[src/rtl/alu_ex_stage_if.sv]
// alu_ex_stage_if: upstream bundle, ALU hookup and downstream result signals of the execute stage.
interface alu_ex_stage_if #(
   parameter int DATA_W = 32,
   parameter int RD_W = 5,
   parameter int CNT_W = 16
);
   logic in_valid;
   logic in_ready;
   logic [2:0] in_op;
   logic [DATA_W-1:0] in_a;
   logic [DATA_W-1:0] in_b;
   logic [RD_W-1:0] in_rd;
   logic [1:0] in_br;
   logic [2:0] alu_op;
   logic [DATA_W-1:0] alu_a;
   logic [DATA_W-1:0] alu_b;
   logic [DATA_W-1:0] alu_res;
   logic alu_zero;
   logic alu_ovf;
   logic out_valid;
   logic out_ready;
   logic [DATA_W-1:0] out_res;
   logic [RD_W-1:0] out_rd;
   logic out_wen;
   logic out_taken;
   logic out_ovf;
   logic [CNT_W-1:0] ovf_cnt;
   modport slave (
      input in_valid, in_op, in_a, in_b, in_rd, in_br, alu_res, alu_zero, alu_ovf, out_ready,
      output in_ready, alu_op, alu_a, alu_b, out_valid, out_res, out_rd, out_wen, out_taken, out_ovf, ovf_cnt
   );
   modport master (
      output in_valid, in_op, in_a, in_b, in_rd, in_br, alu_res, alu_zero, alu_ovf, out_ready,
      input in_ready, alu_op, alu_a, alu_b, out_valid, out_res, out_rd, out_wen, out_taken, out_ovf, ovf_cnt
   );
endinterface

[src/rtl/alu_ex_stage.sv]
// alu_ex_stage: two-register execute stage; S1 feeds an external ALU, S2 captures result plus writeback/branch info.
module alu_ex_stage #(
   parameter int DATA_W = 32,
   parameter int RD_W = 5,
   parameter int CNT_W = 16
) (
   input logic clk,
   input logic rst_n,
   input logic flush,
   alu_ex_stage_if.slave bus
);
   logic s1_valid;
   logic [2:0] s1_op;
   logic [DATA_W-1:0] s1_a;
   logic [DATA_W-1:0] s1_b;
   logic [RD_W-1:0] s1_rd;
   logic [1:0] s1_br;
   logic s2_valid;
   logic [DATA_W-1:0] s2_res;
   logic [RD_W-1:0] s2_rd;
   logic s2_wen;
   logic s2_taken;
   logic s2_ovf;
   logic [CNT_W-1:0] cnt;
   logic s2_adv;
   logic acc;
   logic drain;
   logic ovf_n;
   logic taken_n;
   logic wen_n;
   assign s2_adv = s1_valid && (!s2_valid || bus.out_ready);
   assign bus.in_ready = !s1_valid || s2_adv;
   assign acc = bus.in_valid && bus.in_ready;
   assign drain = s2_valid && bus.out_ready;
   // only add/sub overflow is architectural; the ALU flag is meaningless for other ops
   assign ovf_n = bus.alu_ovf && (s1_op == 3'b010 || s1_op == 3'b110);
   assign taken_n = (s1_br == 2'b01 && bus.alu_zero) || (s1_br == 2'b10 && !bus.alu_zero);
   assign wen_n = (s1_rd != '0) && (s1_br == 2'b00 || s1_br == 2'b11) && !ovf_n;
   assign bus.alu_op = s1_op;
   assign bus.alu_a = s1_a;
   assign bus.alu_b = s1_b;
   assign bus.out_valid = s2_valid;
   assign bus.out_res = s2_res;
   assign bus.out_rd = s2_rd;
   assign bus.out_wen = s2_wen;
   assign bus.out_taken = s2_taken;
   assign bus.out_ovf = s2_ovf;
   assign bus.ovf_cnt = cnt;
   always_ff @(posedge clk or negedge rst_n) begin
      if (!rst_n) begin
         s1_valid <= 1'b0;
         s1_op <= 3'b000;
         s1_a <= '0;
         s1_b <= '0;
         s1_rd <= '0;
         s1_br <= 2'b00;
      end else begin
         s1_valid <= flush ? 1'b0 : acc ? 1'b1 : s2_adv ? 1'b0 : s1_valid;
         if (acc) begin
            s1_op <= bus.in_op;
            s1_a <= bus.in_a;
            s1_b <= bus.in_b;
            s1_rd <= bus.in_rd;
            s1_br <= bus.in_br;
         end
      end
   end
   always_ff @(posedge clk or negedge rst_n) begin
      if (!rst_n) begin
         s2_valid <= 1'b0;
         s2_res <= '0;
         s2_rd <= '0;
         s2_wen <= 1'b0;
         s2_taken <= 1'b0;
         s2_ovf <= 1'b0;
      end else begin
         s2_valid <= flush ? 1'b0 : s2_adv ? 1'b1 : drain ? 1'b0 : s2_valid;
         if (s2_adv) begin
            s2_res <= bus.alu_res;
            s2_rd <= s1_rd;
            s2_wen <= wen_n;
            s2_taken <= taken_n;
            s2_ovf <= ovf_n;
         end
      end
   end
   // delivered-overflow counter survives flush; saturates rather than wrapping
   always_ff @(posedge clk or negedge rst_n) begin
      if (!rst_n) cnt <= '0;
      else if (drain && s2_ovf && !(&cnt)) cnt <= cnt + 1'b1;
   end
endmodule

[src/flat_wrapper.sv]
// flat-port wrapper written by rule: the top's interface ports become plain ports
module alu_ex_stage_flat 
#(
   parameter int DATA_W = 32,
   parameter int RD_W = 5,
   parameter int CNT_W = 16
)
  (clk, rst_n, flush, bus_in_valid, bus_in_op, bus_in_a, bus_in_b, bus_in_rd, bus_in_br, bus_alu_res, bus_alu_zero, bus_alu_ovf, bus_out_ready, bus_in_ready, bus_alu_op, bus_alu_a, bus_alu_b, bus_out_valid, bus_out_res, bus_out_rd, bus_out_wen, bus_out_taken, bus_out_ovf, bus_ovf_cnt);
  alu_ex_stage_if #(.DATA_W(DATA_W), .RD_W(RD_W), .CNT_W(CNT_W)) bus_i ();
  input logic clk;
  input logic rst_n;
  input logic flush;
  input wire logic [$bits(bus_i.in_valid)-1:0] bus_in_valid;
  input wire logic [$bits(bus_i.in_op)-1:0] bus_in_op;
  input wire logic [$bits(bus_i.in_a)-1:0] bus_in_a;
  input wire logic [$bits(bus_i.in_b)-1:0] bus_in_b;
  input wire logic [$bits(bus_i.in_rd)-1:0] bus_in_rd;
  input wire logic [$bits(bus_i.in_br)-1:0] bus_in_br;
  input wire logic [$bits(bus_i.alu_res)-1:0] bus_alu_res;
  input wire logic [$bits(bus_i.alu_zero)-1:0] bus_alu_zero;
  input wire logic [$bits(bus_i.alu_ovf)-1:0] bus_alu_ovf;
  input wire logic [$bits(bus_i.out_ready)-1:0] bus_out_ready;
  output wire logic [$bits(bus_i.in_ready)-1:0] bus_in_ready;
  output wire logic [$bits(bus_i.alu_op)-1:0] bus_alu_op;
  output wire logic [$bits(bus_i.alu_a)-1:0] bus_alu_a;
  output wire logic [$bits(bus_i.alu_b)-1:0] bus_alu_b;
  output wire logic [$bits(bus_i.out_valid)-1:0] bus_out_valid;
  output wire logic [$bits(bus_i.out_res)-1:0] bus_out_res;
  output wire logic [$bits(bus_i.out_rd)-1:0] bus_out_rd;
  output wire logic [$bits(bus_i.out_wen)-1:0] bus_out_wen;
  output wire logic [$bits(bus_i.out_taken)-1:0] bus_out_taken;
  output wire logic [$bits(bus_i.out_ovf)-1:0] bus_out_ovf;
  output wire logic [$bits(bus_i.ovf_cnt)-1:0] bus_ovf_cnt;
  assign bus_i.in_valid = bus_in_valid;
  assign bus_i.in_op = bus_in_op;
  assign bus_i.in_a = bus_in_a;
  assign bus_i.in_b = bus_in_b;
  assign bus_i.in_rd = bus_in_rd;
  assign bus_i.in_br = bus_in_br;
  assign bus_i.alu_res = bus_alu_res;
  assign bus_i.alu_zero = bus_alu_zero;
  assign bus_i.alu_ovf = bus_alu_ovf;
  assign bus_i.out_ready = bus_out_ready;
  assign bus_in_ready = bus_i.in_ready;
  assign bus_alu_op = bus_i.alu_op;
  assign bus_alu_a = bus_i.alu_a;
  assign bus_alu_b = bus_i.alu_b;
  assign bus_out_valid = bus_i.out_valid;
  assign bus_out_res = bus_i.out_res;
  assign bus_out_rd = bus_i.out_rd;
  assign bus_out_wen = bus_i.out_wen;
  assign bus_out_taken = bus_i.out_taken;
  assign bus_out_ovf = bus_i.out_ovf;
  assign bus_ovf_cnt = bus_i.ovf_cnt;
  alu_ex_stage #(.DATA_W(DATA_W), .RD_W(RD_W), .CNT_W(CNT_W)) u_core (.clk(clk), .rst_n(rst_n), .flush(flush), .bus(bus_i));
endmodule
[config.mk]
export PLATFORM = sky130hd
export DESIGN_NAME = alu_ex_stage_flat
export DESIGN_NICKNAME = d
export VERILOG_FILES = /design/src/rtl/alu_ex_stage_if.sv /design/src/rtl/alu_ex_stage.sv /design/src/flat_wrapper.sv
export SDC_FILE = /design/constraint.sdc
export NUM_CORES = 1
export LEC_CHECK = 0
export CAP_MARGIN = 20
export CORE_MARGIN = 8
export CORE_UTILIZATION = 41
export CTS_CLUSTER_DIAMETER = 80
export DETAILED_ROUTE_END_ITERATION = 6
export MAX_ROUTING_LAYER = met4
export PLACE_DENSITY = 0.9
export RECOVER_POWER = 50
export SYNTH_ARGS = -nofsm -noshare
export SYNTH_HDL_FRONTEND = slang
export SYNTH_SLANG_ARGS = --single-unit
[constraint.sdc]
create_clock -name clk -period 2.1 [get_ports clk]
set_input_delay 0.525 -clock clk [delete_from_list [all_inputs] [get_ports clk]]
set_output_delay 0.525 -clock clk [all_outputs]
set_load 0.03 [all_outputs]
After elaboration in Yosys (flattened, before gate mapping)
Cells that the tools add are included.

cells by class
  mux-type cells = 6
  reductions and logical operators = 25
  add/subtract/negate cells = 1
  equal/unequal tests = 5

operators with widths
  kind                                                                    count
  16-bit by 1-bit adder with 16-bit output (second input constant)        1
  16-bit AND reduction                                                    1
  1-bit logical AND                                                       10
  1-bit two-way mux                                                       6
  3-bit nonzero test                                                      2
  1-bit logical NOT                                                       5
  1-bit logical OR                                                        5
  5-bit nonzero test                                                      1
  2-bit equality test (second input constant)                             2
  3-bit by 2-bit equality test with 1-bit output (second input constant)  1
  3-bit equality test (second input constant)                             1
  2-bit by 1-bit equality test with 1-bit output (second input constant)  1
  2-bit logical NOT                                                       1

word-level totals
  bits of input ports = 113
  flip-flop bits (word level) = 132
  logic and storage cells = 50

Logic depth before layout (Yosys ltp)
  depth in word-level cells = 7
  gate-level depth with buffers = 6
  gate-level depth less buffers = 5

Worst setup path before layout
Ideal clock, no wire load.

  path type = reg2reg
  from = reg u_core.s2_valid, in the netlist u_core.bus.out_valid
  to = reg u_core.s1_a[10], in the netlist u_core.bus.alu_a[10]
  setup time = 125 ps
  path buffers = 2
  data arrival time = 1,851 ps
  cell stages (with the launch flop) = 7
  setup slack = 125 ps
  cells stage by stage = dfrtp_1 -> nor2b_1 -> nand2_1 -> nand2_1 -> buf_2 -> buf_4 -> mux2_2

between the ends
  longest elaborated chain between the ends = 5

RTL lines
  what                      RTL line            RTL
  start: declaration        alu_ex_stage.sv:18  logic s2_valid;
  start signal: assignment  alu_ex_stage.sv:77  s2_valid <= flush ? 1'b0 : s2_adv ? 1'b1 : drain ? 1'b0 : s2_valid;
  1-bit logical NOT         alu_ex_stage.sv:31  assign s2_adv = s1_valid && (!s2_valid || bus.out_ready);
  1-bit logical OR          alu_ex_stage.sv:31
  1-bit logical AND         alu_ex_stage.sv:31
  1-bit logical OR          alu_ex_stage.sv:32  assign bus.in_ready = !s1_valid || s2_adv;
  net bus_in_ready          flat_wrapper.sv:23  output wire logic [$bits(bus_i.in_ready)-1:0] bus_in_ready;
  1-bit logical AND         alu_ex_stage.sv:33  assign acc = bus.in_valid && bus.in_ready;
  end signal: assignment    alu_ex_stage.sv:61  s1_a <= bus.in_a;
  end: declaration          alu_ex_stage.sv:14  logic [DATA_W-1:0] s1_a;

The timed path passes the listed nets, and every way through them passes these cells.
A chain may end at the register's enable or synchronous reset.

Final worst setup path
  from = reg u_core.cnt[0], in the netlist u_core.bus.ovf_cnt[0]
  to = out bus_ovf_cnt[0]

RTL lines
  what                      RTL line            RTL
  start: declaration        alu_ex_stage.sv:24  logic [CNT_W-1:0] cnt;
  start signal: assignment  alu_ex_stage.sv:90  else if (drain && s2_ovf && !(&cnt)) cnt <= cnt + 1'b1;
  end: declaration          flat_wrapper.sv:33  output wire logic [$bits(bus_i.ovf_cnt)-1:0] bus_ovf_cnt;

No word-level cell between the ends.

==> summary.txt <==
Run status
  • Status: finished, violations left
  • Failing checks: max-capacitance violations, max-slew violations

Critical path
  • CP Data Arrival Time: 1.54 ns
  • Worst path slowest cell: clkdlybuf4s50_1
  • CP peak stage delay: 0.71 ns
  • Crit path kind: flop to output port
  • Req. time, crit path: 1.57 ns
  • Worst Path Buf+Inv: 1
  • Critical path peak fanout: 4
  • Crit-path cells: clkdlybuf4s50_1
  • CP delay by family, top: buffers and inverters
  • Worst Setup End Kind: output port
  • Worst setup SP type: flop

Logic synthesis
  • Post-synthesis sequential element count: 132
  • Syn Nets: 449
  • Syn. warnings: 0
  • Post-Synthesis Cells: 333
  • Sequential share of the synthesized area: 64.2%
  • Mapped cell area: 0.00514 mm²
  • Synth cell types: 28
  • Syn Area/Cell: 15.4 µm²

Route
  • Drt total wl: 14,600 µm
  • DR pass1 iterations: 4
  • Max layer used: met4
  • Starting DRC count in detailed routing: 213
  • Detail Route Antenna Nets: 0
  • Detailed-route via count: 3,712
  • Met3 routed WL: 1070 µm
  • DRC errors left: 0
  • Metal1 wirelength: 5320 µm
  • Routed len/inst: 19.1 µm
  • DR vias/cell: 4.84
  • Met2 routed WL: 7870 µm

Placement
  • Cells after DPL: 735
  • DPL Wire Length: 11,100 µm
  • Final GP Congestion: 0.834
  • Placement Cell Area: 0.00777 mm²
  • Port Buf Inserts: 237

Final layout
  • Most frequent cells in the layout: clkdlybuf4s50_1, dfrtp_1, mux2_2, clkbuf_16, xnor2_1
  • Register Area: 0.00330 mm²
  • Layout Cells excl Fill: 767
  • Most common cell after layout, fill and taps aside: clkdlybuf4s50_1
  • Final nets: 698
  • Area growth syn-to-layout: 63.6%
  • N_diodes: 0
  • Final instance area: 0.00841 mm²
  • Fill cell count: 915
  • Layout cells sized above 1: 25.9%
  • Footprint of the multi-input gates: 0.00174 mm²

Global route
  • Vias in the first global route: 4,299
  • Largest net degree at the start of global routing: 133
  • Grt ovf: 0
  • First-pass GRT wire length: 22,600 µm
  • Initial antenna violation count: 0
  • Total GRT Usage: 18.7%

Timing
  • Final hold vios: 0
  • Slew @ Worst Pin: 1.65 ns
  • Setup_tns: 0 ns
  • Slew Limit Fails: 133
  • Max transition margin: -10.1%
  • Final critical-path required period: 2.06 ns
  • Clk_skew: 0.00639 ns
  • RSZ-0062 raised after global routing: false
  • Final setup fails: 0
  • Hold_ws: 0.492 ns
  • Final Cycle Share: 98.2%
  • Fmax: 485 MHz

Floorplanning
  • Chip height: 128 µm
  • # rows: 41
  • Die area: 0.0164 mm²
  • Core area: 0.0124 mm²
  • # IOs: 238
  • DIE WIDTH: 128 µm
  • Starting density of the core: 41.4%

Clock network
  • Worst-path clk slew: 0.06 ns
  • Total CTS buffers: 17
  • CTS sink cnt: 132
  • Worst-skew pair later-pin latency: 0.41 ns
  • Setup fix buffers added after clock tree synthesis: 0
  • CTS Hold Bufs: 0
  • Clock Tree Root: clkbuf_16
  • Maximum clock path buffer count: 2
  • H-tree depth: 4
  • CTS tree: built

Run
  • MaxCap Viol Count: 1

Power
  • Power Total: 8.38 mW
  • Int Pwr: 6.15 mW
  • Combinational cell fraction of total power: 22.7%
  • Maximum vdd ir drop: 0.586 mV
  • Net Sw Frac: 26.6%
  • Reg power frac: 36.1%
  • Clock Power Share: 41.2%
  • Pleak: 3.61 nW
  • Switching Power: 2.23 mW
  • P per Cell Area: 996 mW/mm²

Worst hold path
  • Type of the tightest min-delay check: flop to flop
[synth_stat cells]
library cell,number,area [µm²]
nand4_1,8,50.1
o2111ai_1,1,8.76
and2_1,3,18.8
mux2_2,113,1270
and3_1,6,37.5
nor2_1,4,15.0
nand3_1,5,25.0
ha_1,3,37.5
or4_1,1,7.51
nand2b_1,1,6.26
xor2_1,1,8.76
o211ai_1,1,7.51
a21oi_1,3,15.0
clkbuf_1,1,3.75
inv_1,3,11.3
xnor2_1,11,96.3
dfrtp_1,132,3300
and4_1,2,17.5
o31a_1,1,8.76
nand2_2,1,6.26
buf_2,7,35.0
mux2_4,1,15.0
nand3b_1,1,7.51
o21ai_0,5,25.0
buf_4,7,52.6
nand2_1,9,33.8
nor2b_1,1,6.26
mux2i_1,1,10.0
[registers in the layout, summed over array words and instances, names as in the netlist]
signal / flops
u_core.bus.alu_a: 32
u_core.bus.alu_b: 32
u_core.bus.out_res: 32
u_core.bus.ovf_cnt: 16
u_core.bus.out_rd: 5
u_core.s1_rd: 5
u_core.bus.alu_op: 3
u_core.s1_br: 2
u_core.bus.out_ovf: 1
u_core.bus.out_taken: 1
u_core.bus.out_valid: 1
u_core.bus.out_wen: 1
u_core.s1_valid: 1
[power groups by stage]
stage / clock (mW) / combinational [mW] / sequential [mW]
finish: 3.45 / 1.90 / 3.02
global route: 3.62 / 1.99 / 3.06
CTS: 3.51 / 1.95 / 3.03
detailed placement: 0 / 1.94 / 3.07
global placement: 0 / 1.89 / 3.04
floorplan: 0 / 0.362 / 3.62
[routing by layer]
metal / vias to the layer above / global-route usage, %
met1: 1863 / 18.5
met2: 144 / 32.6
li1: 1679 / -
met3: 26 / 6.61
met4: 0 / 8.18
met5: - / -
[kinds of logic after synthesis]
group,synth area share (%)
AOI/OAI and AO/OA,1.27
xor gates and xnor gates,2.04
adders and majority gates,0.730
buffers and inverters,1.99
DFF,64.2
muxes,25.2
and+or+nand+nor,4.50
[final cells by class]
cell class / count / share of cell area, %
Sequential cell: 132 / 39.3
Timing Repair Buffer: 245 / 29.1
Multi-Input combinational cell: 183 / 20.6
Clock buffer: 19 / 5.27
Clock inverter: 13 / 3.02
Tap cell: 172 / 2.56
Inverter: 3 / 0.134
[worst paths after layout]
kind                            slack, ns             startpoint                      to  cells past startpoint
worst max-delay path                 0.04  u_core.bus.ovf_cnt[0]          bus_ovf_cnt[0]                      1
worst min-delay path                 0.49   u_core.bus.out_taken    u_core.bus.out_taken                      2
worst max register to register       0.23   u_core.bus.out_valid    u_core.bus.alu_a[10]                      5
worst min register to register       0.49   u_core.bus.out_taken    u_core.bus.out_taken                      2
max in group asynchronous            0.41                  rst_n     u_core.bus.alu_b[0]                      2
min in group asynchronous            0.63                  rst_n  u_core.bus.ovf_cnt[11]                      2
[what timing repair did]
action / 4_1_cts / 5_1_grt
pin swaps: 1 / 0
resized for setup: 5 / 5
endpoints found under the setup margin: 3 / 5
[metrics by stage]
step | setup slack (ns) | utilization, %
after floorplan | 0.125 | -
after global placement | -0.0785 | 62.6
after detailed placement | -0.112 | 62.6
after CTS | 0.0149 | 68.2
after global routing | 0.000409 | 67.8
final | 0.0387 | 67.8
[tightest hold or removal path, cell delays in order, from the launching register on]
cell	delay [ns]
dfrtp_1	0.34
nand2_1	0.05
o21ai_0	0.06
(Power assumes the default switching activity.)
